$ cat src/rtl/mmio_bus_fabric.sv
// mmio_bus_fabric
// Registered request/acknowledge interconnect between the CPU data port and
// N_SLAVES memory-mapped slaves. Each slave owns a 2^REGION_BITS byte region;
// the slave index is m_addr[ADDR_W-1:REGION_BITS]. Indices at or above
// N_SLAVES are unmapped and complete immediately with m_err=1.
//
// Optional feature macro: MMIO_TIMEOUT_EN
//   When defined, a WAIT-state counter aborts a transaction with m_err=1
//   after TIMEOUT_CYCLES cycles without an ack from the selected slave.
//
// Ports:
//   clk, rst          clock, synchronous active-high reset
//   m_req, m_write    master request strobe (sampled in IDLE) and direction
//   m_addr, m_be      master byte address and byte enables
//   m_wdata           master write data
//   m_ack             one-cycle completion pulse
//   m_rdata, m_err    read data / error flag, valid while m_ack=1
//   busy              high while a transaction is in flight (WAIT, RESP)
//   s_sel             one-hot slave select, held through WAIT
//   s_write, s_addr   latched direction and in-region offset
//   s_be, s_wdata     latched byte enables and write data
//   s_ack             per-slave completion
//   s_rdata           packed per-slave read data, slave k at [32k+31:32k]
module mmio_bus_fabric #(
    parameter int unsigned ADDR_W         = 10,
    parameter int unsigned REGION_BITS    = 8,
    parameter int unsigned N_SLAVES       = 3,
    parameter int unsigned TIMEOUT_CYCLES = 16
) (
    input  logic                     clk,
    input  logic                     rst,
    input  logic                     m_req,
    input  logic                     m_write,
    input  logic [ADDR_W-1:0]        m_addr,
    input  logic [3:0]               m_be,
    input  logic [31:0]              m_wdata,
    output logic                     m_ack,
    output logic [31:0]              m_rdata,
    output logic                     m_err,
    output logic                     busy,
    output logic [N_SLAVES-1:0]      s_sel,
    output logic                     s_write,
    output logic [REGION_BITS-1:0]   s_addr,
    output logic [3:0]               s_be,
    output logic [31:0]              s_wdata,
    input  logic [N_SLAVES-1:0]      s_ack,
    input  logic [32*N_SLAVES-1:0]   s_rdata
);

    localparam int unsigned IDX_W = ADDR_W - REGION_BITS;

    // Reject configurations the decoder cannot represent.
    if (N_SLAVES < 1 || N_SLAVES > (1 << IDX_W)) begin : g_bad_n_slaves
        $error("mmio_bus_fabric: N_SLAVES out of range");
    end
    if (TIMEOUT_CYCLES < 1) begin : g_bad_timeout
        $error("mmio_bus_fabric: TIMEOUT_CYCLES must be >= 1");
    end

    typedef enum logic [1:0] {
        ST_IDLE = 2'd0,
        ST_WAIT = 2'd1,
        ST_RESP = 2'd2
    } state_e;

    state_e                  state_q, state_d;
    logic                    m_ack_q, m_ack_d;
    logic [31:0]             m_rdata_q, m_rdata_d;
    logic                    m_err_q, m_err_d;
    logic                    busy_q, busy_d;
    logic [N_SLAVES-1:0]     s_sel_q, s_sel_d;
    logic                    s_write_q, s_write_d;
    logic [REGION_BITS-1:0]  s_addr_q, s_addr_d;
    logic [3:0]              s_be_q, s_be_d;
    logic [31:0]             s_wdata_q, s_wdata_d;

`ifdef MMIO_TIMEOUT_EN
    localparam int unsigned CNT_W = $clog2(TIMEOUT_CYCLES + 1);
    logic [CNT_W-1:0]        cnt_q, cnt_d;
`endif

    logic [IDX_W-1:0]        idx;
    logic [N_SLAVES-1:0]     sel_dec;
    logic                    ack_hit;
    logic [31:0]             rdata_mux;

    // Region decode of the incoming address into a one-hot select.
    always_comb begin
        idx     = m_addr[ADDR_W-1:REGION_BITS];
        sel_dec = '0;
        for (int unsigned k = 0; k < N_SLAVES; k++) begin
            sel_dec[k] = (idx == IDX_W'(k));
        end
    end

    // Only the selected slave's ack and data are observed; stray acks are masked.
    always_comb begin
        ack_hit   = |(s_ack & s_sel_q);
        rdata_mux = '0;
        for (int unsigned k = 0; k < N_SLAVES; k++) begin
            if (s_sel_q[k]) begin
                rdata_mux = rdata_mux | s_rdata[32*k +: 32];
            end
        end
    end

    // Next-state and registered-output logic.
    always_comb begin
        state_d   = state_q;
        m_rdata_d = m_rdata_q;
        m_err_d   = m_err_q;
        s_sel_d   = s_sel_q;
        s_write_d = s_write_q;
        s_addr_d  = s_addr_q;
        s_be_d    = s_be_q;
        s_wdata_d = s_wdata_q;
`ifdef MMIO_TIMEOUT_EN
        cnt_d     = cnt_q;
`endif

        unique case (state_q)
            ST_IDLE: begin
                if (m_req) begin
                    s_write_d = m_write;
                    s_addr_d  = m_addr[REGION_BITS-1:0];
                    s_be_d    = m_be;
                    s_wdata_d = m_wdata;
                    if (32'(idx) < N_SLAVES) begin
                        state_d = ST_WAIT;
                        s_sel_d = sel_dec;
`ifdef MMIO_TIMEOUT_EN
                        cnt_d   = '0;
`endif
                    end else begin
                        // Unmapped: answer directly, never touch a slave.
                        state_d   = ST_RESP;
                        m_err_d   = 1'b1;
                        m_rdata_d = '0;
                    end
                end
            end
            ST_WAIT: begin
                // Ack takes priority over a timeout reached in the same cycle.
                if (ack_hit) begin
                    state_d   = ST_RESP;
                    s_sel_d   = '0;
                    m_err_d   = 1'b0;
                    m_rdata_d = s_write_q ? 32'd0 : rdata_mux;
                end
`ifdef MMIO_TIMEOUT_EN
                else if (cnt_q == CNT_W'(TIMEOUT_CYCLES - 1)) begin
                    state_d   = ST_RESP;
                    s_sel_d   = '0;
                    m_err_d   = 1'b1;
                    m_rdata_d = '0;
                end else begin
                    cnt_d = cnt_q + CNT_W'(1);
                end
`endif
            end
            ST_RESP: begin
                state_d = ST_IDLE;
            end
            default: begin
                state_d = ST_IDLE;
            end
        endcase

        // RESP always lasts one cycle, so entering it yields a single-cycle ack.
        m_ack_d = (state_d == ST_RESP);
        busy_d  = (state_d != ST_IDLE);
    end

    always_ff @(posedge clk) begin
        if (rst) begin
            state_q   <= ST_IDLE;
            m_ack_q   <= 1'b0;
            m_rdata_q <= '0;
            m_err_q   <= 1'b0;
            busy_q    <= 1'b0;
            s_sel_q   <= '0;
            s_write_q <= 1'b0;
            s_addr_q  <= '0;
            s_be_q    <= '0;
            s_wdata_q <= '0;
`ifdef MMIO_TIMEOUT_EN
            cnt_q     <= '0;
`endif
        end else begin
            state_q   <= state_d;
            m_ack_q   <= m_ack_d;
            m_rdata_q <= m_rdata_d;
            m_err_q   <= m_err_d;
            busy_q    <= busy_d;
            s_sel_q   <= s_sel_d;
            s_write_q <= s_write_d;
            s_addr_q  <= s_addr_d;
            s_be_q    <= s_be_d;
            s_wdata_q <= s_wdata_d;
`ifdef MMIO_TIMEOUT_EN
            cnt_q     <= cnt_d;
`endif
        end
    end

    assign m_ack   = m_ack_q;
    assign m_rdata = m_rdata_q;
    assign m_err   = m_err_q;
    assign busy    = busy_q;
    assign s_sel   = s_sel_q;
    assign s_write = s_write_q;
    assign s_addr  = s_addr_q;
    assign s_be    = s_be_q;
    assign s_wdata = s_wdata_q;

endmodule

$ cat config.mk
export PLATFORM = sky130hd
export DESIGN_NAME = mmio_bus_fabric
export DESIGN_NICKNAME = d
export VERILOG_FILES = /design/src/rtl/mmio_bus_fabric.sv
export SDC_FILE = /design/constraint.sdc
export NUM_CORES = 1
export LEC_CHECK = 0
export CAP_MARGIN = 40
export CELL_PAD_IN_SITES_DETAIL_PLACEMENT = 0
export CELL_PAD_IN_SITES_GLOBAL_PLACEMENT = 2
export CORE_MARGIN = 4
export CORE_UTILIZATION = 18
export DETAILED_ROUTE_END_ITERATION = 10
export PLACE_DENSITY_LB_ADDON = 0.25
export RECOVER_POWER = 100
export SLEW_MARGIN = 40
export SYNTH_ARGS = -nofsm -noshare
export SYNTH_HDL_FRONTEND = slang
export SYNTH_SLANG_ARGS = --single-unit
$ cat constraint.sdc
create_clock -name clk -period 1.5 [get_ports clk]
set_input_delay 0.15 -clock clk [delete_from_list [all_inputs] [get_ports clk]]
set_output_delay 0.15 -clock clk [all_outputs]
set_load 0.01 [all_outputs]
Word level (Yosys, flattened, before mapping)
Index checks and enable logic that the tools add are counted.
{"block": "totals", "ff_bits": 85}
{"block": "op_classes", "n_reduce_logical": 8, "n_bitwise": 3, "n_lt_le_gt_ge": 1, "mux": 20, "eq_ne": 8}
{"cell": "$mux W32", "count": 7}
{"cell": "$or A32 B32 Y32", "count": 2}
{"cell": "$pmux W32 S2", "count": 1}
{"cell": "$mux W3", "count": 3}
{"cell": "$ne A2 B2 Y1 const B", "count": 4}
{"cell": "$reduce_and A4 Y1", "count": 2}
{"cell": "$mux W2", "count": 3}
{"cell": "$pmux W3 S2", "count": 1}
{"cell": "$eq A2 B1 Y1 const B", "count": 2}
{"cell": "$eq A2 B2 Y1 const B", "count": 2}
{"cell": "$logic_not A2 Y1", "count": 2}
{"cell": "$pmux W2 S2", "count": 1}
{"cell": "$reduce_bool A2 Y1", "count": 2}
{"cell": "$and A3 B3 Y3", "count": 1}
{"cell": "$mux W1", "count": 3}
{"cell": "$reduce_or A3 Y1", "count": 1}
{"cell": "$lt A2 B2 Y1 const B", "count": 1}
{"cell": "$pmux W1 S2", "count": 1}
{"cell": "$reduce_and A2 Y1", "count": 1}

Logic depth before layout (Yosys ltp)
{"block": "logic_depth", "ltp_word": 8, "ltp_mapped": 6, "mapped_depth_nobuf": 3}

Worst setup path before layout
Ideal clock, no wire load.
{"block": "synth_path", "path_kind": "reg2reg", "start": "register s_sel_q[0] (netlist: s_sel[0])", "end": "register m_rdata_q[0] (netlist: m_rdata[0])", "n_path_buf": 3, "t_required_ns": 1.379, "slack_ns": -0.193, "setup_time_ns": 0.121, "t_arrival_ns": 1.572, "synth_period_minus_slack_ns": 1.693, "stages_incl_launch_ff": 7, "cell_sequence": "dfxtp_1 -> buf_6 -> a222oi_1 -> mux2_4 -> buf_12 -> buf_12 -> mux2_4"}
{"block": "synth_between", "elab_chain_len": 8, "word_cells_on_any_way": 12}
{"item": "from (decl)", "line_no": "71", "text": "logic [N_SLAVES-1:0] s_sel_q, s_sel_d;"}
{"item": "from (signal assigned)", "line_no": "195", "text": "s_sel_q <= s_sel_d;"}
{"item": "$mux W32", "line_no": "101", "text": "if (s_sel_q[k]) begin"}
{"item": "$or A32 B32 Y32", "line_no": "102", "text": "rdata_mux = rdata_mux | s_rdata[32*k +: 32];"}
{"item": "$mux W32", "line_no": "101"}
{"item": "$or A32 B32 Y32", "line_no": "102"}
{"item": "$mux W32", "line_no": "101"}
{"item": "$mux W32", "line_no": "148", "text": "m_rdata_d = s_write_q ? 32'd0 : rdata_mux;"}
{"item": "$mux W32", "line_no": "144", "text": "if (ack_hit) begin"}
{"item": "$pmux W32 S2", "line_no": "121", "text": "unique case (state_q)"}
{"item": "to (signal assigned)", "line_no": "192", "text": "m_rdata_q <= m_rdata_d;"}
{"item": "to (decl)", "line_no": "68", "text": "logic [31:0] m_rdata_q, m_rdata_d;"}
Several ways; a longest one is shown, not always the timed one. The select of a mux whose other input is x is not followed.
A chain may end at the register's enable or synchronous reset.

Final worst setup path
{"block": "layout_path", "start": "register s_sel_q[0] (netlist: s_sel[0])", "end": "register m_rdata_q[20] (netlist: m_rdata[20])"}
The elaborated chain is that of the path after synthesis.

==> results.md <==
- Dpl cell area: around 6600 sq um
- Cells after Synth: 418
- Number of hold-slack violations in the final timing report: 0
- RSZ-0062 raised after global routing: yes
- Clk_lat worst skew: between 0.3 and 0.4 ns
- Final std cell area, no fill: 6997 sq um
- Net count reported at finish: approximately 800
- Pre-Repair DR Iteration Count: 7
- Detail Route met2 WL: between 7 and 8 mm
- Share of cells above drive strength 1: 0.1411
- PnR worst setup slack: -0.1450 ns
- Sum of buffers and inverters on the critical path: 2
- Count of maximum capacitance violations: 0
- Drc violations: 0
- Path class of the lowest-slack min-delay path: in2reg
- Worst slew slack as a fraction of its limit: 0.6341
- Number of top-level pins: ~230
- Detailed-route wire length per cell: roughly 16 um
- Total wire length: 15.34 mm
- P_leak: 0.002671 uW
- Final clock skew: about 0.0077 ns
- Worst path max stage delay: approximately 0.53 ns
- Yosys warning count: 0
- Commonest non-fill, non-tap cells in the layout: 217 x clkdlybuf4s50_1, 93 x nand2_1, 81 x dfxtp_1
- Multiplexer share of the synthesized area: 0.1327
- Total CTS buffers: 9
- Proportion of synthesized flip-flops having asynchronous set or reset: 0
- Number of placement rows: 53
- Area share of fa/ha/maj cells after synthesis: 0
- Num Clock Sinks: 85
- Pin count of the biggest net entering global routing: 70
- Crit path capture type: flop
- Routed via count divided by cell count: approximately 4.2
- Clock-pin slew on the worst setup and hold paths: 0.06 ns
- Count of antenna diodes in the layout: 0
- Final period utilization: 1.097
- Combinational family with the most area after synthesis: simple AND/OR/NAND/NOR gates
- Total of flip-flops plus latches after synthesis: 85
- H-tree levels: 3
- Most frequently used flop master after synthesis: dfxtp_1
- Initial core utilization: 0.1827
- Core Footprint: ~21,000 sq um
- Number of global-route vias before repair: slightly below 4,000
- P&R area growth vs syn: 82.75%
- Critical Setup Path Class: reg2reg
- Family with the most delay on the worst path: compound AO/OA/AOI/OAI gates
- Die span in x: roughly 150 um
- Placed cell count: slightly above 900
- Arrival time at the worst endpoint: 1.87 ns
- Routed metal-1 wirelength: between 6 and 7 mm
- Power per Cell Area: roughly 870 nW/um^2
- Initial detailed-routing violation count: ~240
- Wire length of the first global-routing pass: approximately 23 mm
- Synth Area per Inst: ~9.2 sq um
- Final number of max-transition violations: 0
- Total congestion overflow: 0
- Number of inserted filler cells in the final layout: between 2,000 and 2,500
- Worst path slowest cell: a222oi_1
- Slew at the pin closest to its max-slew limit: 0.5489 ns
- Overall track demand over capacity in global routing: 0.1227
- Post-detail-place hpwl: between 10 and 15 mm
- Antenna-violating nets left: 0
- Count of final setup violators: 34
- CP Data Required Time: roughly 1.7 ns
- Violations in the final reports: negative setup slack
- Crit path time final: about 1.6 ns
- Synth Net Count: approximately 570
- Weighted congestion reported at the end of routability-driven placement: 0.8361
- Synth Area in Compound Gates: 0.1582
- Die area: about 24,000 sq um
- Initial antenna violation count: 0
- Most common library cell in the layout ignoring fill and taps: clkdlybuf4s50_1
- Number of distinct library cells after synthesis: 28
- Post-layout instance count excluding filler cells: slightly above 900
- Clock tree from TritonCTS: yes
- Number of I/O port buffers: ~230
- List of cells traversed by the critical path: buf_12 -> a222oi_1 -> buf_4 -> nor2_1 -> mux2_2
- Top sig layer: met4
- Nature of the critical path startpoint: flop
- Maximum clock frequency: between 600 and 700 MHz
- Clock root buffer: clkbuf_16
- Simple-Gate Fraction of Synth Area: 0.2010
- Synthesized-area fraction occupied by xor and xnor cells: 0
- Total standard cell area after synthesis: between 3000 and 4000 sq um
- Met3 wire length: ~1.7 mm
- Worst voltage drop across the vdd grid: about 570 uV
- Sequential-to-total area share from yosys stat: 0.4444
- Die span in y: approximately 150 um
- Bufs on Longest Clock Path: 2
- Count of flip-flops with a built-in enable after synthesis: 0
- Run status: finished, violations left
- Worst-path fanout max: 18
- Post-Route Utilization: 0.3339
- Via count: between 3,000 and 4,000
==> per-layer routing <==
metal | global-route usage | vias to the layer above
met2 | 0.1976 | 179
met5 | 0 | -
met4 | 0.03364 | 0
met3 | 0.06473 | 14
li1 | - | 1936
met1 | 0.1430 | 1840
==> report_power, final <==
group	internal [uW]	switching [uW]
combinational	789	525
sequential	2360	57.6
clock	1450	915
total	4600	1500
==> repair_timing <==
action | in CTS | in global routing
setup endpoints to repair | 39 | 69
buffers inserted | 3 | 0
hold buffers | 0 | 0
gates resized for setup | 13 | 5
gates cloned | 2 | 0
pin swaps | 5 | 1
==> cells by family (layout without fill, tap and decap cells) <==
kind of cell | Yosys count | count (layout)
muxes | 36 | 36
and+or+nand+nor | 172 | 172
buffers and inverters | 41 | 282
DFF | 85 | 85
AOI/OAI and AO/OA | 84 | 84
==> cell usage after synthesis, types with 2 or more instances <==
cell type	n	area (sq um)
a21oi_1	45	225.2
a222oi_1	33	330.3
a22oi_1	2	15.01
buf_1	4	15.01
buf_12	4	80.08
buf_2	8	40.04
buf_6	2	22.52
clkbuf_1	21	78.83
dfxtp_1	85	1702
inv_1	2	7.510
mux2_2	6	67.56
mux2_4	28	420.4
mux2i_1	2	20.02
nand2_1	93	349.1
nor2_1	35	131.4
nor2b_1	34	212.7
nor3_1	3	15.01
==> registers in the layout (all words and copies together) (netlist names) <==
register	flops
busy	1
m_ack	1
m_err	1
m_rdata	32
s_addr	8
s_be	4
s_sel	3
s_wdata	32
s_write	1
state_q	2
==> per-stage QoR <==
step	worst slack, ns	setup TNS [ns]	hold WS (ns)	total power, uW
after floorplan	-0.1765	-5.054	0.2860	2958
after global placement	-0.3743	-21.83	0.4417	3745
after detailed placement	-0.3912	-23.90	0.4462	3760
after CTS	-0.1419	-3.712	0.1357	6256
after global routing	-0.2202	-6.893	0.1531	6411
final	-0.1450	-3.754	0.1506	6100
==> worst register-to-register path, cell delays in order, from the launching register on <==
cell,delay [ns]
dfxtp_2,0.35
buf_12,0.16
a222oi_1,0.54
buf_4,0.21
nor2_1,0.03
mux2_2,0.25
==> layout make-up <==
cell class                 instances  area [sq um]  area share
clock inverter                     4         73.82     0.01055
clock buffer                      11         232.7     0.03326
multi-input combinational        292          1908      0.2727
tap                              275         344.1     0.04918
sequential                        85          1707      0.2439
timing repair buffer             265          2724      0.3893
inverter                           2         7.507    0.001073
==> final timing paths <==
path	from	to	slack, ns	cells after the start
worst max register to register	s_sel[0]	m_rdata[20]	-0.15	5
worst min register to register	s_wdata[0]	s_wdata[0]	0.45	2
worst max-delay path	s_sel[0]	m_rdata[20]	-0.15	5
worst min-delay path	rst	s_sel[2]	0.15	3
Note: power is estimated with default switching activity, not from simulation.
